[src/rtl/mem_sram_bridge.sv]
// MEM-stage data bridge: turns one load/store into a single data_req/addr_ok/data_ok
// bus transaction, stalls MEM until it completes and holds the read data for the extractor.
module mem_sram_bridge #(
    parameter int unsigned PADDR_MAP = 1
) (
    input  logic        clk,
    input  logic        rst,
    input  logic        mem_en,
    input  logic        mem_wr,
    input  logic [3:0]  mem_sel,
    input  logic [1:0]  mem_size,
    input  logic [31:0] mem_addr,
    input  logic [31:0] mem_wdata,
    input  logic        except_flush,
    input  logic        pipe_stall,
    output logic [31:0] mem_rdata,
    output logic        mem_stall,
    output logic        data_req,
    output logic        data_wr,
    output logic [1:0]  data_size,
    output logic [31:0] data_addr,
    output logic [3:0]  data_wstrb,
    output logic [31:0] data_wdata,
    input  logic        data_addr_ok,
    input  logic        data_data_ok,
    input  logic [31:0] data_rdata
);

    localparam int unsigned AW = 32;

    typedef enum logic [1:0] {
        S_IDLE = 2'd0,
        S_REQ  = 2'd1,
        S_WAIT = 2'd2,
        S_DONE = 2'd3
    } state_t;

    state_t state;
    logic   cancel;
    logic   cancel_now;

    // kseg0/kseg1 fold onto the low 512 MB of physical space
    function automatic logic [AW-1:0] paddr(input logic [AW-1:0] a);
        if ((PADDR_MAP != 0) && (a[31:30] == 2'b10)) begin
            return {3'b000, a[28:0]};
        end
        return a;
    endfunction

    // A flush arriving in the same cycle as data_ok still squashes the result
    assign cancel_now = cancel | except_flush;

    assign mem_stall = ~rst & (((state == S_IDLE) & mem_en & ~except_flush)
                               | (state == S_REQ) | (state == S_WAIT));

    always_ff @(posedge clk or posedge rst) begin
        if (rst) begin
            state      <= S_IDLE;
            cancel     <= 1'b0;
            mem_rdata  <= '0;
            data_req   <= 1'b0;
            data_wr    <= 1'b0;
            data_size  <= '0;
            data_addr  <= '0;
            data_wstrb <= '0;
            data_wdata <= '0;
        end else begin
            case (state)
                S_IDLE: begin
                    cancel <= 1'b0;
                    if (mem_en && !except_flush) begin
                        data_req   <= 1'b1;
                        data_wr    <= mem_wr;
                        data_size  <= mem_size;
                        data_addr  <= paddr(mem_addr);
                        data_wstrb <= mem_wr ? mem_sel : 4'b0000;
                        data_wdata <= mem_wdata;
                        state      <= S_REQ;
                    end
                end
                S_REQ: begin
                    if (except_flush) begin
                        cancel <= 1'b1;
                    end
                    if (data_addr_ok) begin
                        data_req <= 1'b0;
                        state    <= S_WAIT;
                    end
                end
                S_WAIT: begin
                    if (data_data_ok) begin
                        if (cancel_now) begin
                            cancel <= 1'b0;
                            state  <= S_IDLE;
                        end else begin
                            if (!data_wr) begin
                                mem_rdata <= data_rdata;
                            end
                            state <= S_DONE;
                        end
                    end else if (except_flush) begin
                        cancel <= 1'b1;
                    end
                end
                S_DONE: begin
                    if (!pipe_stall) begin
                        state <= S_IDLE;
                    end
                end
                default: state <= S_IDLE;
            endcase
        end
    end

endmodule

[config.mk]
export PLATFORM = sky130hd
export DESIGN_NAME = mem_sram_bridge
export DESIGN_NICKNAME = d
export VERILOG_FILES = /design/src/rtl/mem_sram_bridge.sv
export SDC_FILE = /design/constraint.sdc
export NUM_CORES = 1
export LEC_CHECK = 0
export ABC_AREA = 1
export CORE_UTILIZATION = 38
export CTS_BUF_LIST = sky130_fd_sc_hd__clkbuf_8
export DETAILED_ROUTE_END_ITERATION = 7
export PLACE_DENSITY = 0.78
export SETUP_SLACK_MARGIN = 0.3
export SLEW_MARGIN = 20
export SYNTH_ARGS = -nofsm -noshare
export SYNTH_HDL_FRONTEND = slang
export SYNTH_SLANG_ARGS = --single-unit
[constraint.sdc]
create_clock -name clk -period 3.3 [get_ports clk]
set_input_delay 0.66 -clock clk [delete_from_list [all_inputs] [get_ports clk]]
set_output_delay 0.66 -clock clk [all_outputs]
set_load 0.05 [all_outputs]
==> flow_summary.ini, run 1 <==
[yosys]
synth-simple-area-share_pct = 23.46
syn-cell-area_um2 = 4496
synth_compound_area_share_pct = 7.431
synth_seq_cells = 107
syn_inst = 491
syn_avg_cell_area_um2 = 9.156
yosysWarnings = 0
synth_top_family_by_area = simple AND/OR/NAND/NOR gates
synthMuxAreaShare_pct = 0
synth_xor_area_share_pct = 0
ys_seq_area_share_pct = 59.56
syn_nets = 606
synthAdderAreaFrac_pct = 1.392
synth.distinct_cells = 20

[timing]
hold_violations = 0
relSlewSlack_pct = 59.82
tightest_slew_ns = 0.6009
fin_tns_setup_ns = 0
period_share_pct = 78.02
rsz0062_at_grt = no
period_minus_slack_ns = 2.575
max_freq_ghz = 0.3884
fin_ws_ns = 0.7253
finalMaxSlewViolations = 0
fin_skew_ns = 0.01636
setup-violations-final = 0

[critical_path]
crit_path_end_kind = primary output
arrival_ns = 1.91
r2r_cells = 8
critical_path_class = input pin to primary output
worstSetupStartpointType = input pin
cp_data_required_time_ns = 2.64
r2r-end = data_addr[31]
r2r_slack_ns = 1.09
critical_path_peak_fanout = 10
worstSetupStartpoint = except_flush
reg2reg_from = state[1]
crit_path_end = mem_stall

[clock_tree]
postCtsSetupBuffers = 0
cts_repair_resize_count = 0
cts-root-buf = clkbuf_8
worstSkewPairLatency_ns = 0.36
cts_sinks = 107
path_clk_slew_ns = 0.10
clockBufferDepth = 2
holdBufCountCts = 0
tritoncts = done
htreeDepth = 3
cts_buffers = 9

[pwr]
peakVddDrop_uv = 694.2
p_leak_nw = 3.421
p_per_area_nw_per_um2 = 1074

[detailed_routing]
wl_per_cell_um = 13.47
wl_um = 11460
dr.pass1.iters = 4
vias_per_cell = 4.524
antenna_left = 0
drtIter0Drc = 273
vias = 3850
drc = 0

[finish]
final-instance-count-excl-fill = 851
multiInputGateArea_um2 = 1451
drive_above_1_share_pct = 9.040
num-fill-cells = 988
layout_commonest_cell = nand2_1
stdcell_area_um2 = 6909
seq_area_um2 = 2678
antennaDiodeCount = 0
final_nets = 818
final_cell_mix = 255 x nand2_1, 213 x clkdlybuf4s50_1, 107 x dfrtp_1
layout-area-overhead-vs-synth_pct = 53.69

[global_routing]
grt_pass1_wl_um = 19060
first_global_vias = 3955
grt_overflow = 0
antenna_found_initial = 0
grtUsageTotal_pct = 19.41
grt_max_degree = 61

[floorplan]
fp.dieW_um = 110.8
rows = 39
fp.coreArea_um2 = 11470
fp.dieH_um = 110.8
floorplan.initialDensity_pct = 39.20
die_area_um2 = 12270
ioPinCount = 215

[flow_run]
cap_violations = 0

[placed_design]
routabilityCongestion = 0.7880
postPlaceCellArea_um2 = 6709
post-dp-hpwl_um = 8781
dp_cells = 835
dp_slack_ns = 0.6979
port_buffers = 214

[worst_hold_path]
hold_path_class = register to register

[status]
status = finished clean
[logic make-up after synthesis]
kind of cell    after synthesis
fa+ha+maj                     5
buf+inv                      67
compound gates               42
flops                       107
simple gates                270
[layer usage]
layer  track usage [%]  up-vias  part of all wire [%]
met3             7.764       15                    10
met1             22.85     1779                    40
met4             6.133        0                   1.5
li1                  -     1891                     -
met2             32.38      165                    48
met5                 0        -                     0
[critical path, stage by stage]
cell and delay (ns):
clkdlybuf4s50_1 0.46, inv_1 0.11, nand3_2 0.20, a31oi_1 0.31, buf_12 0.18
[cell usage after synthesis]
cell type	count	share of area (%)
nand4_4	1	0.47
nand2_2	1	0.14
ha_1	5	1.4
buf_2	5	0.56
dfrtp_1	107	60
buf_6	13	3.3
o21ai_1	1	0.11
o21ai_0	6	0.67
a31oi_1	1	0.14
nor2_2	1	0.14
buf_4	3	0.50
a21oi_1	1	0.11
nand3_2	1	0.22
o21bai_1	1	0.17
o21ai_2	32	6.2
nand3_1	4	0.45
nor2_4	1	0.25
nand2_1	255	21
inv_1	46	3.8
nor2_1	6	0.50
[through the flow]
step	power [mW]	utilization, %	hold WS, ns
global route	7.817	60.25	0.5059
CTS	7.503	60.25	0.4895
floorplan	5.115	-	0.4980
detailed placement	6.682	58.51	0.4638
global placement	6.602	58.51	0.4611
finish	7.422	60.25	0.4834
[registers in the layout, indices dropped and copies added (netlist names)]
register / flops
data_wstrb: 4
data_addr: 32
data_wr: 1
data_size: 2
mem_rdata: 32
cancel: 1
data_wdata: 32
state: 2
data_req: 1
[how the worst min path moves through the flow]
stage | start | end | slack [ns] | cells past startpoint
after detailed placement | data_wdata[16] | data_wdata[16] | 0.46 | 2
after floorplan | state[1] | state[1] | 0.50 | 2
final | data_wdata[16] | data_wdata[16] | 0.48 | 2
after global routing | data_addr[27] | data_addr[27] | 0.51 | 2
after global placement | data_addr[15] | data_addr[15] | 0.46 | 2
after CTS | data_wdata[16] | data_wdata[16] | 0.49 | 2
[layout make-up]
cell class | count | area share [%]
clock buffer | 9 | 1.793
inverter | 46 | 2.553
timing repair buffer | 222 | 32.20
multi-input combinational | 317 | 21.01
clock inverter | 7 | 1.105
tap | 143 | 2.590
sequential | 107 | 38.75
[power by group]
part	internal (mW)	switching (mW)
clock network	0.355	0.437
registers	1.89	0.341
logic	1.44	2.95
Note: power is estimated with default switching activity, not from simulation.
==> run 2, diff against run 1 <==
- clock period: 3.3 -> 2.24 ns (I/O delays scaled with it)
==> run 2 against run 1 <==
Effect of this change: setup slack worse by 0.45 ns; design area is 0.29% lower; hold slack worse by 0.0022 ns; core utilization is 0.17 points lower; largest cell class unchanged; via count is 1.6% higher; critical path depth stayed put; power is 40% higher; flip-flop and latch count stayed put; critical path type is now register to primary output; first-iteration DRC count is 1.8% higher.
==> flow_summary.ini, run 2 (synthesis gave the netlist of run 1 again) <==
[floorplan]
die_area_um2 = 12270
rows = 39
ioPinCount = 215
fp.dieH_um = 110.8
floorplan.initialDensity_pct = 39.20
fp.dieW_um = 110.8
fp.coreArea_um2 = 11470

[detailed_routing]
wl_um = 11960
wl_per_cell_um = 13.96
drc = 0
antenna_left = 0
vias_per_cell = 4.564
drtIter0Drc = 278
dr.pass1.iters = 5
vias = 3911

[finish]
final_nets = 824
num-fill-cells = 1016
drive_above_1_share_pct = 10.64
layout-area-overhead-vs-synth_pct = 53.24
largest_registers = data_addr x32, data_wdata x32, mem_rdata x32
antennaDiodeCount = 0
final_cell_mix = 255 x nand2_1, 109 x clkdlybuf4s50_1, 105 x dfrtp_1
layout_commonest_cell = nand2_1

[flow_run]
cap_violations = 0

[clock_tree]
tritoncts = done
cts_buffers = 9
worstSkewPairLatency_ns = 0.37
htreeDepth = 3
cts_sinks = 107
path_clk_slew_ns = 0.09
cts-root-buf = clkbuf_8
clockBufferDepth = 2

[timing]
period_share_pct = 87.90
setup-violations-final = 0
rsz0062_at_grt = yes
fin_tns_setup_ns = 0
fin_skew_ns = 0.006842
tightest_slew_ns = 0.6011
max_freq_ghz = 0.5079
holdWs_ns = 0.4812
relSlewSlack_pct = 59.93
hold_violations = 0
finalMaxSlewViolations = 0
period_minus_slack_ns = 1.969

[critical_path]
arrival_ns = 1.52
r2r_slack_ns = 0.49
worstSetupStartpointType = register
critical_path_class = register to primary output
critical_path_peak_fanout = 5
cp_data_required_time_ns = 1.79
crit_path_end_kind = primary output

[pwr]
switching_share_pct = 52.98
p_per_area_nw_per_um2 = 1512
combPwrFrac_pct = 58.4
clock_power_share_pct = 10.3
p_leak_nw = 3.748
power_mw = 10.41
peakVddDrop_uv = 1011
switchingPower_mw = 5.516
power.internal_mw = 4.897
power_frac_seq_pct = 31.3

[worst_hold_path]
hold_path_class = register to register

[global_routing]
grt_pass1_wl_um = 19430
grt_max_degree = 108
grtUsageTotal_pct = 20.01
antenna_found_initial = 0
first_global_vias = 3968
grt_overflow = 0

[status]
status = finished clean

[placed_design]
port_buffers = 214
routabilityCongestion = 0.8259
post-dp-hpwl_um = 8604
==> run 2: cell type report <==
type                    count  area, um2  share of cell area (%)
clock buffers              11      151.4                   2.198
well taps                 143      178.9                   2.597
multi-input cells         317       1511                   21.94
clock inverters             5      21.27                  0.3088
flip-flops and latches    107       2680                   38.90
repair buffers            228       2165                   31.42
inverters                  46      181.4                   2.633
==> run 2: power groups by stage <==
stage	clock network, mW	registers [mW]	logic, mW
6_report	1.07	3.26	6.09
5_1_grt	1.19	3.37	6.44
4_1_cts	1.12	3.26	6.00
3_5_place_dp	0	3.32	6.55
3_3_place_gp	0	3.27	6.48
2_1_floorplan	0	6.22	1.33
==> run 2: path summary, 6_finish.rpt <==
| check | to | startpoint | cells past startpoint |
|---|---|---|---|
| min reg2reg | data_addr[24] | data_addr[24] | 2 |
| min | data_addr[24] | data_addr[24] | 2 |
| max | mem_stall | state[1] | 5 |
| min in group asynchronous | data_wstrb[3] | rst | 3 |
| max reg2reg | data_addr[5] | state[1] | 9 |
| max in group asynchronous | mem_rdata[11] | rst | 3 |
==> run 2: per-layer routing <==
metal / vias to the layer above / global-route usage (%) / wire, um
met5: - / 0 / 0
met1: 1800 / 23.55 / 4991
met4: 0 / 7.733 / 234
li1: 1908 / - / -
met2: 184 / 32.63 / 5439
met3: 19 / 8.147 / 1297
==> run 2: what timing repair did <==
item,in CTS,in global routing
pin swaps,0,2
gates resized for setup,110,8
hold buffers,0,0
setup endpoints to repair,105,1
setup buffers,0,6
==> run 2: through the flow <==
| step | std cells | worst slack, ns | area [um2] | utilization (%) |
|---|---|---|---|---|
| 3_3_place_gp | 835 | 0.2897 | 6749 | 58.85 |
| 3_5_place_dp | 835 | 0.2184 | 6749 | 58.85 |
| 2_1_floorplan | 491 | 0.3383 | 4514 | - |
| 4_1_cts | 851 | 0.1686 | 6809 | 59.38 |
| 5_1_grt | 857 | 0.2113 | 6889 | 60.08 |
| 6_report | 857 | 0.2710 | 6889 | 60.08 |
==> run 2: critical path, stage by stage, from the launching register on <==
cell and delay [ns]:
dfrtp_2 0.44, inv_4 0.10, ha_4 0.16, nand3_4 0.08, a31oi_4 0.21, buf_12 0.16
